File: src/rtl/uart_pkg.sv
// Shared UART definitions: transmitter state encoding and parity-type codes
// common to the transmit and receive halves.
package uart_pkg;

   typedef enum logic [2:0] {
      IDLE,
      START,
      DATA,
      PARITY,
      STOP
   } tx_state_e;

   localparam logic PAR_EVEN = 1'b0;
   localparam logic PAR_ODD  = 1'b1;

   localparam int MIN_PRESCALE   = 4;
   localparam int DEF_DATA_WIDTH = 8;

endpackage

File: src/rtl/uart_tx_serializer.sv
// Data shift register and bit counter for the transmitter; presents the
// bit that will be on the line after the current edge.
module uart_tx_serializer #(
   parameter int DATA_WIDTH = 8
) (
   input  logic                  clk,
   input  logic                  rst,
   input  logic                  load_i,
   input  logic                  shift_i,
   input  logic [DATA_WIDTH-1:0] data_i,
   output logic                  ser_data_o,
   output logic                  ser_done_o
);

   localparam int CW = (DATA_WIDTH > 1) ? $clog2(DATA_WIDTH) : 1;

   logic [DATA_WIDTH-1:0] shift_q, shift_d;
   logic [CW-1:0]         bit_cnt_q, bit_cnt_d;

   assign ser_done_o = (bit_cnt_q == CW'(DATA_WIDTH - 1));
   // Look-ahead so the registered line output lines up with the shift.
   assign ser_data_o = shift_d[0];

   always_comb begin
      shift_d   = shift_q;
      bit_cnt_d = bit_cnt_q;
      if (load_i) begin
         shift_d   = data_i;
         bit_cnt_d = '0;
      end else if (shift_i) begin
         shift_d   = shift_q >> 1;
         bit_cnt_d = ser_done_o ? '0 : bit_cnt_q + 1'b1;
      end
   end

   always_ff @(posedge clk or negedge rst) begin
      if (!rst) begin
         shift_q   <= '0;
         bit_cnt_q <= '0;
      end else begin
         shift_q   <= shift_d;
         bit_cnt_q <= bit_cnt_d;
      end
   end

endmodule

File: src/rtl/uart_tx.sv
// UART transmitter: start bit, LSB-first data, optional parity, one stop
// bit, with bit timing from a runtime clock-per-bit prescaler.
module uart_tx
   import uart_pkg::*;
#(
   parameter int DATA_WIDTH = DEF_DATA_WIDTH,
   parameter int PRESCALE_W = 6
) (
   input  logic                  clk,
   input  logic                  rst,
   input  logic [DATA_WIDTH-1:0] P_DATA,
   input  logic                  Data_Valid,
   input  logic                  PAR_EN,
   input  logic                  PAR_TYP,
   input  logic [PRESCALE_W-1:0] Prescale,
   output logic                  TX_OUT,
   output logic                  busy
);

   tx_state_e state_q, state_d;

   logic [PRESCALE_W-1:0] clk_cnt_q, clk_cnt_d;
   logic [PRESCALE_W-1:0] presc_q, presc_d;
   logic                  par_en_q, par_en_d;
   logic                  par_bit_q, par_bit_d;
   logic                  tx_q, tx_d;
   logic                  busy_q, busy_d;

   logic accept;
   logic bound;
   logic ser_shift;
   logic ser_data;
   logic ser_done;

   assign accept    = (state_q == IDLE) && Data_Valid;
   assign bound     = (state_q != IDLE) &&
                      (clk_cnt_q == presc_q - PRESCALE_W'(1));
   assign ser_shift = (state_q == DATA) && bound;

   assign TX_OUT = tx_q;
   assign busy   = busy_q;

   uart_tx_serializer #(
      .DATA_WIDTH (DATA_WIDTH)
   ) u_ser (
      .clk        (clk),
      .rst        (rst),
      .load_i     (accept),
      .shift_i    (ser_shift),
      .data_i     (P_DATA),
      .ser_data_o (ser_data),
      .ser_done_o (ser_done)
   );

   always_ff @(posedge clk or negedge rst) begin
      if (!rst) begin
         state_q <= IDLE;
         tx_q    <= 1'b1;
         busy_q  <= 1'b0;
      end else begin
         state_q <= state_d;
         tx_q    <= tx_d;
         busy_q  <= busy_d;
      end
   end

   always_comb begin
      state_d = state_q;
      unique case (state_q)
         IDLE:   if (accept) state_d = START;
         START:  if (bound)  state_d = DATA;
         DATA:   if (bound && ser_done)
                    state_d = par_en_q ? PARITY : STOP;
         PARITY: if (bound)  state_d = STOP;
         STOP:   if (bound)  state_d = IDLE;
         default: state_d = IDLE;
      endcase
   end

   // Outputs decode the next state so the line flop changes with the state.
   always_comb begin
      tx_d   = 1'b1;
      busy_d = (state_d != IDLE);
      unique case (state_d)
         IDLE:    tx_d = 1'b1;
         START:   tx_d = 1'b0;
         DATA:    tx_d = ser_data;
         PARITY:  tx_d = par_bit_q;
         STOP:    tx_d = 1'b1;
         default: tx_d = 1'b1;
      endcase
   end

   always_comb begin
      presc_d   = presc_q;
      par_en_d  = par_en_q;
      par_bit_d = par_bit_q;
      clk_cnt_d = (state_q == IDLE || bound) ? '0
                                             : clk_cnt_q + PRESCALE_W'(1);
      if (accept) begin
         presc_d   = (Prescale < PRESCALE_W'(MIN_PRESCALE))
                     ? PRESCALE_W'(MIN_PRESCALE) : Prescale;
         par_en_d  = PAR_EN;
         par_bit_d = (^P_DATA) ^ (PAR_TYP != PAR_EVEN);
      end
   end

   always_ff @(posedge clk or negedge rst) begin
      if (!rst) begin
         clk_cnt_q <= '0;
         presc_q   <= '0;
         par_en_q  <= 1'b0;
         par_bit_q <= 1'b0;
      end else begin
         clk_cnt_q <= clk_cnt_d;
         presc_q   <= presc_d;
         par_en_q  <= par_en_d;
         par_bit_q <= par_bit_d;
      end
   end

endmodule

File: config.mk
export PLATFORM = sky130hd
export DESIGN_NAME = uart_tx
export DESIGN_NICKNAME = d
export VERILOG_FILES = /design/src/rtl/uart_pkg.sv /design/src/rtl/uart_tx_serializer.sv /design/src/rtl/uart_tx.sv
export SDC_FILE = /design/constraint.sdc
export NUM_CORES = 1
export LEC_CHECK = 0
export CORE_ASPECT_RATIO = 1.2
export CORE_MARGIN = 2
export CORE_UTILIZATION = 54
export CTS_CLUSTER_SIZE = 16
export DETAILED_ROUTE_END_ITERATION = 10
export PLACE_DENSITY = 0.76
export REMOVE_ABC_BUFFERS = 1
export SYNTH_ARGS = -nofsm -noshare
export SYNTH_HDL_FRONTEND = slang
export SYNTH_SLANG_ARGS = --single-unit
File: constraint.sdc
create_clock -name clk -period 3.2 [get_ports clk]
set_clock_uncertainty 0.2 [all_clocks]
set_input_delay 0.64 -clock clk [delete_from_list [all_inputs] [get_ports clk]]
set_output_delay 0.64 -clock clk [all_outputs]
set_load 0.02 [all_outputs]
Word level (Yosys, flattened, before mapping) --
Index checks and enable logic that the tools add are counted.
Word-level totals: register bits 30, word-level logic and storage cells 49
Operators by class: $add $sub $neg 3, $lt $le $gt $ge 1, equal/unequal tests 9, muxes and demuxes 15, bitwise logic cells 1, reductions and logical operators 10
Operators with widths (count):
- $mux W3 | 9
- $mux W8 | 2
- $pmux W3 S5 | 1
- $eq A3 B2 Y1 const B | 4
- $mux W6 | 2
- $reduce_xor A8 Y1 | 1
- $add A6 B1 Y6 const B | 1
- $eq A3 B1 Y1 const B | 2
- $eq A3 B3 Y1 const B | 2
- $eq A6 B6 Y1 | 1
- $lt A6 B3 Y1 const B | 1
- $reduce_bool A3 Y1 | 2
- $sub A6 B1 Y6 const B | 1
- $logic_and A1 B1 Y1 | 4
- $add A3 B1 Y3 const B | 1
- $logic_not A3 Y1 | 1
- $pmux W1 S3 | 1
- $reduce_bool A2 Y1 | 1
- $logic_or A1 B1 Y1 | 1
- $xor A1 B1 Y1 | 1

Depth between registers and ports, before layout --
Gate-level depths: netlist of run 1.
depth after elaboration 8, mapped depth 10, mapped depth without buffers 8

Cells and area by module --
From an unflattened synthesis of run 1, not the netlist that was laid out.
Second synthesis, totals: cells, all modules 161, area total of the unflattened synthesis 1585.3 µm²
By module, submodules not included:
- uart_tx | times used 1, cells each 114, area an instance 1073.5 µm², seq. area each 476.7 µm²
- uart_tx_serializer | times used 1, cells each 47, area an instance 511.7 µm², seq. area each 275.3 µm²

Worst setup path before layout of run 1 --
Ideal clock, no wire load.
path kind register to register, from reg presc_q[0], to reg tx_q, in the netlist TX_OUT, library setup time 0.085 ns, arrival time 2.279 ns, data required time 2.915 ns, slack 0.636 ns, cell stages (with the launch flop) 11, cells stage by stage dfrtp_1 -> inv_1 -> ha_1 -> xnor2_1 -> xnor2_1 -> or4_4 -> buf_6 -> or2_1 -> buf_6 -> o221a_4 -> a2bb2oi_1
RTL lines:
- start, declared | line uart_tx.sv:23 | logic [PRESCALE_W-1:0] presc_q, presc_d;
- start signal, assigned | line uart_tx.sv:116 | presc_q <= presc_d;
- $sub A6 B1 Y6 | line uart_tx.sv:37 | (clk_cnt_q == presc_q - PRESCALE_W'(1));
- $eq A6 B6 Y1 | line uart_tx.sv:37
- $logic_and A1 B1 Y1 | line uart_tx.sv:36 | assign bound = (state_q != IDLE) &&
- $logic_and A1 B1 Y1 | line uart_tx.sv:38 | assign ser_shift = (state_q == DATA) && bound;
- $mux W8 | line uart_tx_serializer.sv:30 | end else if (shift_i) begin
- $mux W8 | line uart_tx_serializer.sv:27 | if (load_i) begin
- via ser_data | line uart_tx.sv:32 | logic ser_data;
- $pmux W1 S3 | line uart_tx.sv:84 | unique case (state_d)
- via tx_d | line uart_tx.sv:26 | logic tx_q, tx_d;
- end signal, assigned | line uart_tx.sv:62 | tx_q <= tx_d;
- end, declared | line uart_tx.sv:26
The timed path passes the listed nets, and every way through them passes these cells. The select of a mux whose other input is x is not followed. A chain may end at the register's enable or synchronous reset.

Worst setup path after layout of run 1 --
Ends and elaborated chain as after synthesis.

==> flow_metrics.tcl, run 1 <==
set metrics [dict create \
    fin_crit_sh_pct 82.8 \
    worstReg2RegEnd "TX_OUT" \
    clkLatencyLatePin_ps 340 \
    start_kind "flip-flop" \
    cts_setup_buffers 0 \
    syn2layout_area_growth_pct 17.7 \
    final.min_clock_period_ps 2650 \
    yosysSeqAreaShare_pct 46.8 \
    synth_area_per_cell_um2 9.62 \
    first_pass_iters 4 \
    numCtsBuffers 5 \
    p_seq_share_pct 42.4 \
    cts_hold_buf 0 \
    wl_per_cell_um 14.3 \
    cts.root.buffer_cell "clkbuf_4" \
    antenna_found_initial 0 \
    hold_viol_final 0 \
    cts_buffer_depth 2 \
    viasPerCell 5.57 \
    clock-sinks 30 \
    max_slew_margin_pct 63.6 \
    synthCells 167 \
    drc 0 \
    crit_arrival_ps 2720 \
    cp.required_ps 3270 \
    grt_max_degree 31 \
    criticalPathCategory "reg -> reg" \
    nets 214 \
    hold_depth 2 \
    place_inst 218 \
    grt_pass1_vias 1266 \
    p_int_mw 0.984 \
    ys_warn_count 0 \
    start_util_pct 57.1 \
    antenna_cells 0 \
    grt_usage_pct 22.4 \
    p_clk_share_pct 14.4 \
    gp_congestion 0.884 \
    hold_class "reg -> reg" \
    tightest_slew_ps 544 \
    hold_path_end "par_bit_q" \
    ir_drop_uv 434 \
    wl_um 3230 \
    pin_count 21 \
    die_y_um 63.8 \
    overflow 0 \
    switchingPower_mw 0.646 \
    reg2reg_depth 8 \
    p_leak_nw 0.827 \
    portBuffers 20 \
    vias 1258 \
    cts_max_level 2 \
    die_x_um 53.8 \
    whs_ps 309 \
    outcome "complete, no violations" \
    tritoncts "done" \
    drive_gt1_share_pct 9.90 \
    cellPowerDensity_nw_per_um2 862 \
    timing.critical_path.to_type "flip-flop" \
    instances_no_fill 226 \
    ant_nets 0 \
    max_clock_freq_mhz 378 \
    sw_frac_of_total_pct 39.6 \
    setup_viol 0 \
    synth_area_um2 1610 \
    drt-initial-drc-count 29 \
    coreArea_um2 2810 \
    ys_ff_latch 30 \
    rsz0062_at_grt "no" \
    hold_start "par_bit_q" \
    grt_pass1_wl_um 5460 \
    rows 21 \
    cts_resized 0 \
    maxCapViolations 0 \
    rrSetupSlack_ps 550 \
    reg2reg_from "presc_q[0]" \
    dpl.hpwl_um 2450 \
    drv_slew 0 \
    crit_fanout 8 \
    dieArea_um2 3430 \
    p_comb_share_pct 43.1 \
    fill_cells 239 \
    fin_setup_tns_ps 0 \
    clkTransAtPathRegs_ps 90 \
    netlist-cell-type-count 38 \
]
## sequential cells by signal, summed over array words and instances (netlist names)
| name | cells |
|---|---|
| clk_cnt_q | 6 |
| TX_OUT | 1 |
| u_ser.bit_cnt_q | 3 |
| presc_q | 6 |
| par_bit_q | 1 |
| busy | 1 |
| par_en_q | 1 |
| state_q | 3 |
| u_ser.shift_q | 8 |
## per-layer routing
layer	track usage (%)	vias to the layer above	wire, um
met1	25.4	598	1270
met5	0	-	0
met4	14.1	0	96
li1	-	614	-
met2	36.3	36	1710
met3	5.37	10	153
## power groups by stage
stage          clock [mW]  combinational [mW]  sequential (mW)
3_5_place_dp            0               0.703            0.699
3_3_place_gp            0               0.662            0.688
5_1_grt             0.264               0.788            0.712
2_1_floorplan           0               0.534            0.665
6_report            0.236               0.703            0.692
4_1_cts             0.240               0.709            0.691
## cell type report
cell class                 instances  area [um^2]  share of cell area [%]
clock inverter                     1         5.00                   0.265
inverter                          10         37.5                    1.99
timing repair buffer              22          215                    11.4
sequential                        30          752                    39.8
clock buffer                       7         55.1                    2.91
multi-input combinational        122          783                    41.4
tap                               34         42.5                    2.25
## synth_stat cells
cell type  instances  area [um^2]
nand3_1            4         20.0
xor2_1             5         43.8
o21ai_1            3         15.0
o21ai_2            1         8.76
a22oi_1            3         22.5
nor3b_1            1         7.51
nor2b_1            2         12.5
a21boi_0           1         7.51
or2_1              1         6.26
nor3_2             1         10.0
inv_1             10         37.5
o211ai_1           3         22.5
buf_6              2         22.5
or4_4              1         11.3
nand4_1            2         12.5
o221a_4            1         20.0
o41ai_1            1         8.76
clkbuf_1           3         11.3
a31oi_1            1         6.26
nor2_1            13         48.8
a2bb2oi_1          1         8.76
xnor2_1           16          140
dfstp_2            1         26.3
or3b_2             1         8.76
or3_1              2         12.5
nand2_1           27          101
or4_1              1         7.51
dfrtp_1           29          726
nor3_1             2         10.0
o31a_1             1         8.76
or3_4              1         11.3
ha_1               4         50.1
mux2i_1            3         30.0
o21ai_0           14         70.1
nand2b_1           1         6.26
or2_2              2         12.5
and3b_1            1         8.76
a31oi_2            1         12.5
## layout by cell type, fill, tap and decap left out, types with 3 or more instances in the layout
cell / n
dfrtp_1: 29
nand2_1: 27
clkdlybuf4s50_1: 20
xnor2_1: 16
o21ai_0: 14
nor2_1: 13
inv_1: 10
xor2_1: 5
clkbuf_4: 5
nand3_1: 4
ha_1: 4
o211ai_1: 3
o21ai_1: 3
a22oi_1: 3
mux2i_1: 3
## kinds of logic after synthesis
group	after synthesis	synth area share, %
muxes	3	1.87
xor gates and xnor gates	21	11.4
DFF	30	46.8
AOI/OAI and AO/OA	31	13.2
buffers and inverters	15	4.44
adders and majority gates	4	3.12
and+or+nand+nor	63	19.2
## through the flow
| step | util [%] | worst slack (ps) | instance area, um^2 | power, mW |
|---|---|---|---|---|
| detailed placement | 65.1 | 577 | 1830 | 1.40 |
| floorplan | - | 729 | 1570 | 1.20 |
| global route | 67.2 | 430 | 1890 | 1.76 |
| CTS | 67.2 | 557 | 1890 | 1.64 |
| global placement | 65.1 | 665 | 1830 | 1.35 |
| finish | 67.2 | 552 | 1890 | 1.63 |
## worst max-delay path by stage
stage                          start                 end  slack [ps]  cells past startpoint
final                     presc_q[0]              TX_OUT         550                      8
after global routing      presc_q[0]  u_ser.bit_cnt_q[0]         430                      8
after CTS                 presc_q[0]              TX_OUT         560                      8
after detailed placement  presc_q[0]              TX_OUT         580                      8
after global placement    presc_q[0]              TX_OUT         660                      8
after floorplan           presc_q[0]              TX_OUT         730                      8
## worst max-delay path: stages (launching register included)
cell       delay, ps
dfrtp_1          420
inv_1             80
ha_1             230
xnor2_1          140
xnor2_1          150
or4_4            580
or2_1            340
o221a_4          290
a2bb2oi_1        140
Power figures use the tool's default switching activity.
==> run 2, diff against run 1 <==
==> constraint.sdc (replaced) <==
create_clock -name clk -period 2.7 [get_ports clk]
set_clock_uncertainty 0.2 [all_clocks]
set_input_delay 0.54 -clock clk [delete_from_list [all_inputs] [get_ports clk]]
set_output_delay 0.54 -clock clk [all_outputs]
set_load 0.02 [all_outputs]
==> flow_metrics.tcl, run 2 (synthesis results as in run 1) <==
set metrics [dict create \
    outcome "complete, no violations" \
    fin_crit_sh_pct 96.7 \
    nets 217 \
    rows 21 \
    whs_ps 314 \
    clock-sinks 30 \
    start_util_pct 57.1 \
    tritoncts "done" \
    tightest_slew_ps 441 \
    rsz0062_at_grt "no" \
    cts_max_level 2 \
    hold_viol_final 0 \
    multi_input_area_um2 791 \
    grt_usage_pct 22.2 \
    hold_depth 2 \
    final.min_clock_period_ps 2610 \
    worstReg2RegEnd "busy" \
    dieArea_um2 3430 \
    fill_cells 215 \
    clkLatencyLatePin_ps 330 \
    coreArea_um2 2810 \
    drive_gt1_share_pct 12.3 \
    first_pass_iters 4 \
    p_leak_nw 0.846 \
    die_y_um 63.8 \
    reg2reg_from "presc_q[0]" \
    criticalPathCategory "reg -> reg" \
    reg.largest.list "u_ser.shift_q (8), clk_cnt_q (6), presc_q (6)" \
    overflow 0 \
    portBuffers 20 \
    setup_viol 0 \
    place_inst 220 \
    cts.root.buffer_cell "clkbuf_4" \
    ff_latch_area_um2 752 \
    hold_start "par_bit_q" \
    grt_pass1_vias 1264 \
    drc 0 \
    max_clock_freq_mhz 383 \
    gp_congestion 0.884 \
    timing.critical_path.to_type "flip-flop" \
    setup_ws_ps 89.0 \
    hold_class "reg -> reg" \
    layout_commonest_cell "dfrtp_1" \
    reg2reg_depth 8 \
    largest_register_ffs 8 \
    antenna_cells 0 \
    ant_nets 0 \
    cellPowerDensity_nw_per_um2 1020 \
    start_kind "flip-flop" \
    drt-initial-drc-count 47 \
    dpl.hpwl_um 2370 \
    pin_count 21 \
    hold_path_end "par_bit_q" \
    cts_hold_buf 0 \
    final_cell_mix "dfrtp_1 (29), nand2_1 (27), clkdlybuf4s50_1 (20)" \
    die_x_um 53.8 \
    syn2layout_area_growth_pct 19.5 \
    instances_no_fill 229 \
    grt_max_degree 31 \
    largest-register "u_ser.shift_q" \
    rrSetupSlack_ps 90 \
    crit_fanout 8 \
    crit_arrival_ps 2680 \
    ir_drop_uv 602 \
    wl_um 3210 \
    drv_slew 0 \
    fin_setup_tns_ps 0 \
    maxCapViolations 0 \
    clkTransAtPathRegs_ps 100 \
    viasPerCell 5.49 \
    wl_per_cell_um 14.0 \
    antenna_found_initial 0 \
    vias 1258 \
    max_slew_margin_pct 70.5 \
    numCtsBuffers 5 \
    cp.required_ps 2770 \
    pre_cts_ws_ps 50.6 \
    grt_pass1_wl_um 5530 \
    cts_buffer_depth 2 \
]
## run 2: worst max-delay path, stage by stage, from the launching register on
cell and delay [ps]:
dfrtp_1 400, inv_1 90, ha_1 300, xor2_1 130, nand2_1 80, or4_4 570
or3_4 410, a31oi_2 230, or3_1 130
## run 2: how the worst max path moves through the flow
stage               start  endpoint  cells past startpoint  slack, ps
2_1_floorplan  presc_q[0]    TX_OUT                      8        230
5_1_grt        presc_q[0]      busy                      8          7
3_5_place_dp   presc_q[0]    TX_OUT                      8         50
6_report       presc_q[0]      busy                      8         90
4_1_cts        presc_q[0]    TX_OUT                      8         30
3_3_place_gp   presc_q[0]    TX_OUT                      8        160
## run 2: report_power, final
part / switching, mW / total (mW) / internal, mW
registers: 0.173 / 0.818 / 0.645
logic: 0.432 / 0.853 / 0.421
clock network: 0.153 / 0.279 / 0.126
## run 2: cell type report
class                   count  area share, %
clock buffers               7           2.87
clock inverters             1          0.261
inverters                  10           1.95
multi-input cells         122           41.2
flip-flops and latches     30           39.2
well taps                  34           2.21
repair buffers             25           12.4
## run 2: metal layers
| layer | vias up | global-route usage, % | routed length [um] |
|---|---|---|---|
| met5 | - | 0 | 0 |
| met4 | 0 | 8.97 | 53 |
| met3 | 5 | 7.24 | 127 |
| met2 | 25 | 35.8 | 1610 |
| met1 | 609 | 26.5 | 1410 |
| li1 | 619 | - | - |
## run 2: timing repair
action,4_1_cts,5_1_grt
endpoints found under the hold margin,0,0
endpoints found under the setup margin,0,4
gates resized for setup,0,2
buffers inserted,0,1
## run 2: through the flow
step                      total power, mW  instance area, um^2  utilization, %
final                                1.95                 1920            68.3
after global routing                 2.11                 1920            68.3
after CTS                            1.94                 1910            67.8
after detailed placement             1.66                 1850            65.6
after global placement               1.61                 1850            65.6
after floorplan                      1.42                 1570               -
==> run 3, diff against run 2 <==
--- a/config.mk
+++ b/config.mk
@@ -5,6 +5,7 @@
 export SDC_FILE = /design/constraint.sdc
 export NUM_CORES = 1
 export LEC_CHECK = 0
+export CAP_MARGIN = 0
 export CORE_ASPECT_RATIO = 1.2
 export CORE_MARGIN = 2
 export CORE_UTILIZATION = 54
@@ -12,6 +13,7 @@
 export DETAILED_ROUTE_END_ITERATION = 10
 export PLACE_DENSITY = 0.76
 export REMOVE_ABC_BUFFERS = 1
+export SLEW_MARGIN = 40
 export SYNTH_ARGS = -nofsm -noshare
 export SYNTH_HDL_FRONTEND = slang
 export SYNTH_SLANG_ARGS = --single-unit
==> constraint.sdc (replaced) <==
create_clock -name clk -period 2.5 [get_ports clk]
set_clock_uncertainty 0.2 [all_clocks]
set_input_delay 0.5 -clock clk [delete_from_list [all_inputs] [get_ports clk]]
set_output_delay 0.5 -clock clk [all_outputs]
set_load 0.02 [all_outputs]
==> flow_metrics.tcl, run 3 (synthesis results as in run 1) <==
set metrics [dict create \
    crit_fanout 6 \
    tritoncts "done" \
    final_util_pct 73.8 \
    clkLatencyLatePin_ps 340 \
    cp.required_ps 2530 \
    cts_buffer_depth 2 \
    rsz0062_at_grt "yes" \
    clkTransAtPathRegs_ps 100 \
    fin_crit_sh_pct 102 \
    hold_viol_final 0 \
    clock-sinks 30 \
    instances_no_fill 237 \
    antenna_cells 0 \
    first_pass_iters 4 \
    final.min_clock_period_ps 2560 \
    ant_nets 0 \
    maxCapViolations 0 \
    coreArea_um2 2810 \
    cts_max_level 2 \
    rrSetupSlack_ps -60 \
    overflow 0 \
    dieArea_um2 3430 \
    drv_slew 0 \
    p_leak_nw 0.914 \
    timing.critical_path.to_type "flip-flop" \
    setup_viol 3 \
    fin_area_um2 2080 \
    grt_pass1_vias 1373 \
    wl_per_cell_um 15.1 \
    syn2layout_area_growth_pct 29.2 \
    viasPerCell 5.51 \
    violations "negative setup slack" \
    start_kind "flip-flop" \
    antenna_found_initial 0 \
    outcome "complete, but fails checks" \
    ir_drop_uv 726 \
    wl_um 3570 \
    crit_arrival_ps 2590 \
    die_x_um 53.8 \
    vias 1307 \
    die_y_um 63.8 \
    final_cell_mix "dfrtp_1 (29), nand2_1 (27), clkdlybuf4s50_1 (20)" \
    drc 0 \
    fill_cells 205 \
    max_slew_margin_pct 74.3 \
    total_power_mw 2.44 \
    max_clock_freq_mhz 390 \
    grt_pass1_wl_um 5850 \
    drive_gt1_share_pct 21.2 \
    grt_usage_pct 23.6 \
    hold_class "reg -> reg" \
    drt-initial-drc-count 58 \
    dpl.hpwl_um 2460 \
    numCtsBuffers 5 \
    tightest_slew_ps 385 \
    rows 21 \
    place_area_um2 1880 \
    cellPowerDensity_nw_per_um2 1180 \
    place_inst 224 \
    reg.largest.list "u_ser.shift_q (8), clk_cnt_q (6), presc_q (6)" \
    portBuffers 20 \
    largest-register "u_ser.shift_q" \
    start_util_pct 57.1 \
    largest_register_ffs 8 \
    cts.root.buffer_cell "clkbuf_4" \
    grt_max_degree 31 \
    layout_commonest_cell "dfrtp_1" \
    gp_congestion 0.873 \
    nets 225 \
    pin_count 21 \
    setup_ws_ps -62.1 \
    cts_hold_buf 0 \
    criticalPathCategory "reg -> reg" \
]
==> run 3: per-stage QoR <==
step           setup WS, ps  hold WS (ps)  setup TNS, ps
2_1_floorplan          28.6          4.41              0
3_3_place_gp           50.1           277              0
3_5_place_dp          -32.5           285          -56.6
4_1_cts                2.47           307              0
5_1_grt                -167           340           -416
6_report              -62.1           300           -143
==> run 3: layout make-up <==
type	count	area, um^2	share of cell area (%)
timing repair buffer	33	305	14.7
inverter	10	37.5	1.81
tap	34	42.5	2.05
multi-input combinational	122	860	41.4
clock buffer	8	78.8	3.80
sequential	30	752	36.2
==> run 3: final timing paths <==
check,start,end,cells past startpoint
setup reg to reg,presc_q[1],busy,8
max in group asynchronous,rst,TX_OUT,2
hold / removal,par_bit_q,par_bit_q,2
hold reg to reg,par_bit_q,par_bit_q,2
min in group asynchronous,rst,state_q[2],2
setup / recovery,presc_q[1],busy,8
==> run 3: metal layers <==
layer	vias up	track usage, %	share of wire [%]
li1	637	-	-
met1	625	27.5	41
met4	0	11.9	2.9
met3	9	6.31	4.1
met2	36	38.4	52
met5	-	0	0
==> run 3: critical path, cell delays in order, from the launching register on <==
cell and delay [ps]:
dfrtp_1 400, inv_2 90, ha_4 160, nor3b_4 210
xnor2_2 100, or4_4 570, o211ai_1 200, o21ai_1 120
or3_1 380
==> run 3: what timing repair did <==
action                                  CTS  global route
endpoints found under the setup margin    3            18
buffers inserted                          1             4
pin swaps                                 5             7
resized for setup                         4            18
==> run 3: power by group <==
part	total [mW]	leakage (nW)	internal, mW	switching, mW
combinational	1.18	0.504	0.609	0.572
clock	0.360	0.0446	0.192	0.168
sequential	0.899	0.365	0.696	0.203
total	2.44	0.914	1.50	0.943
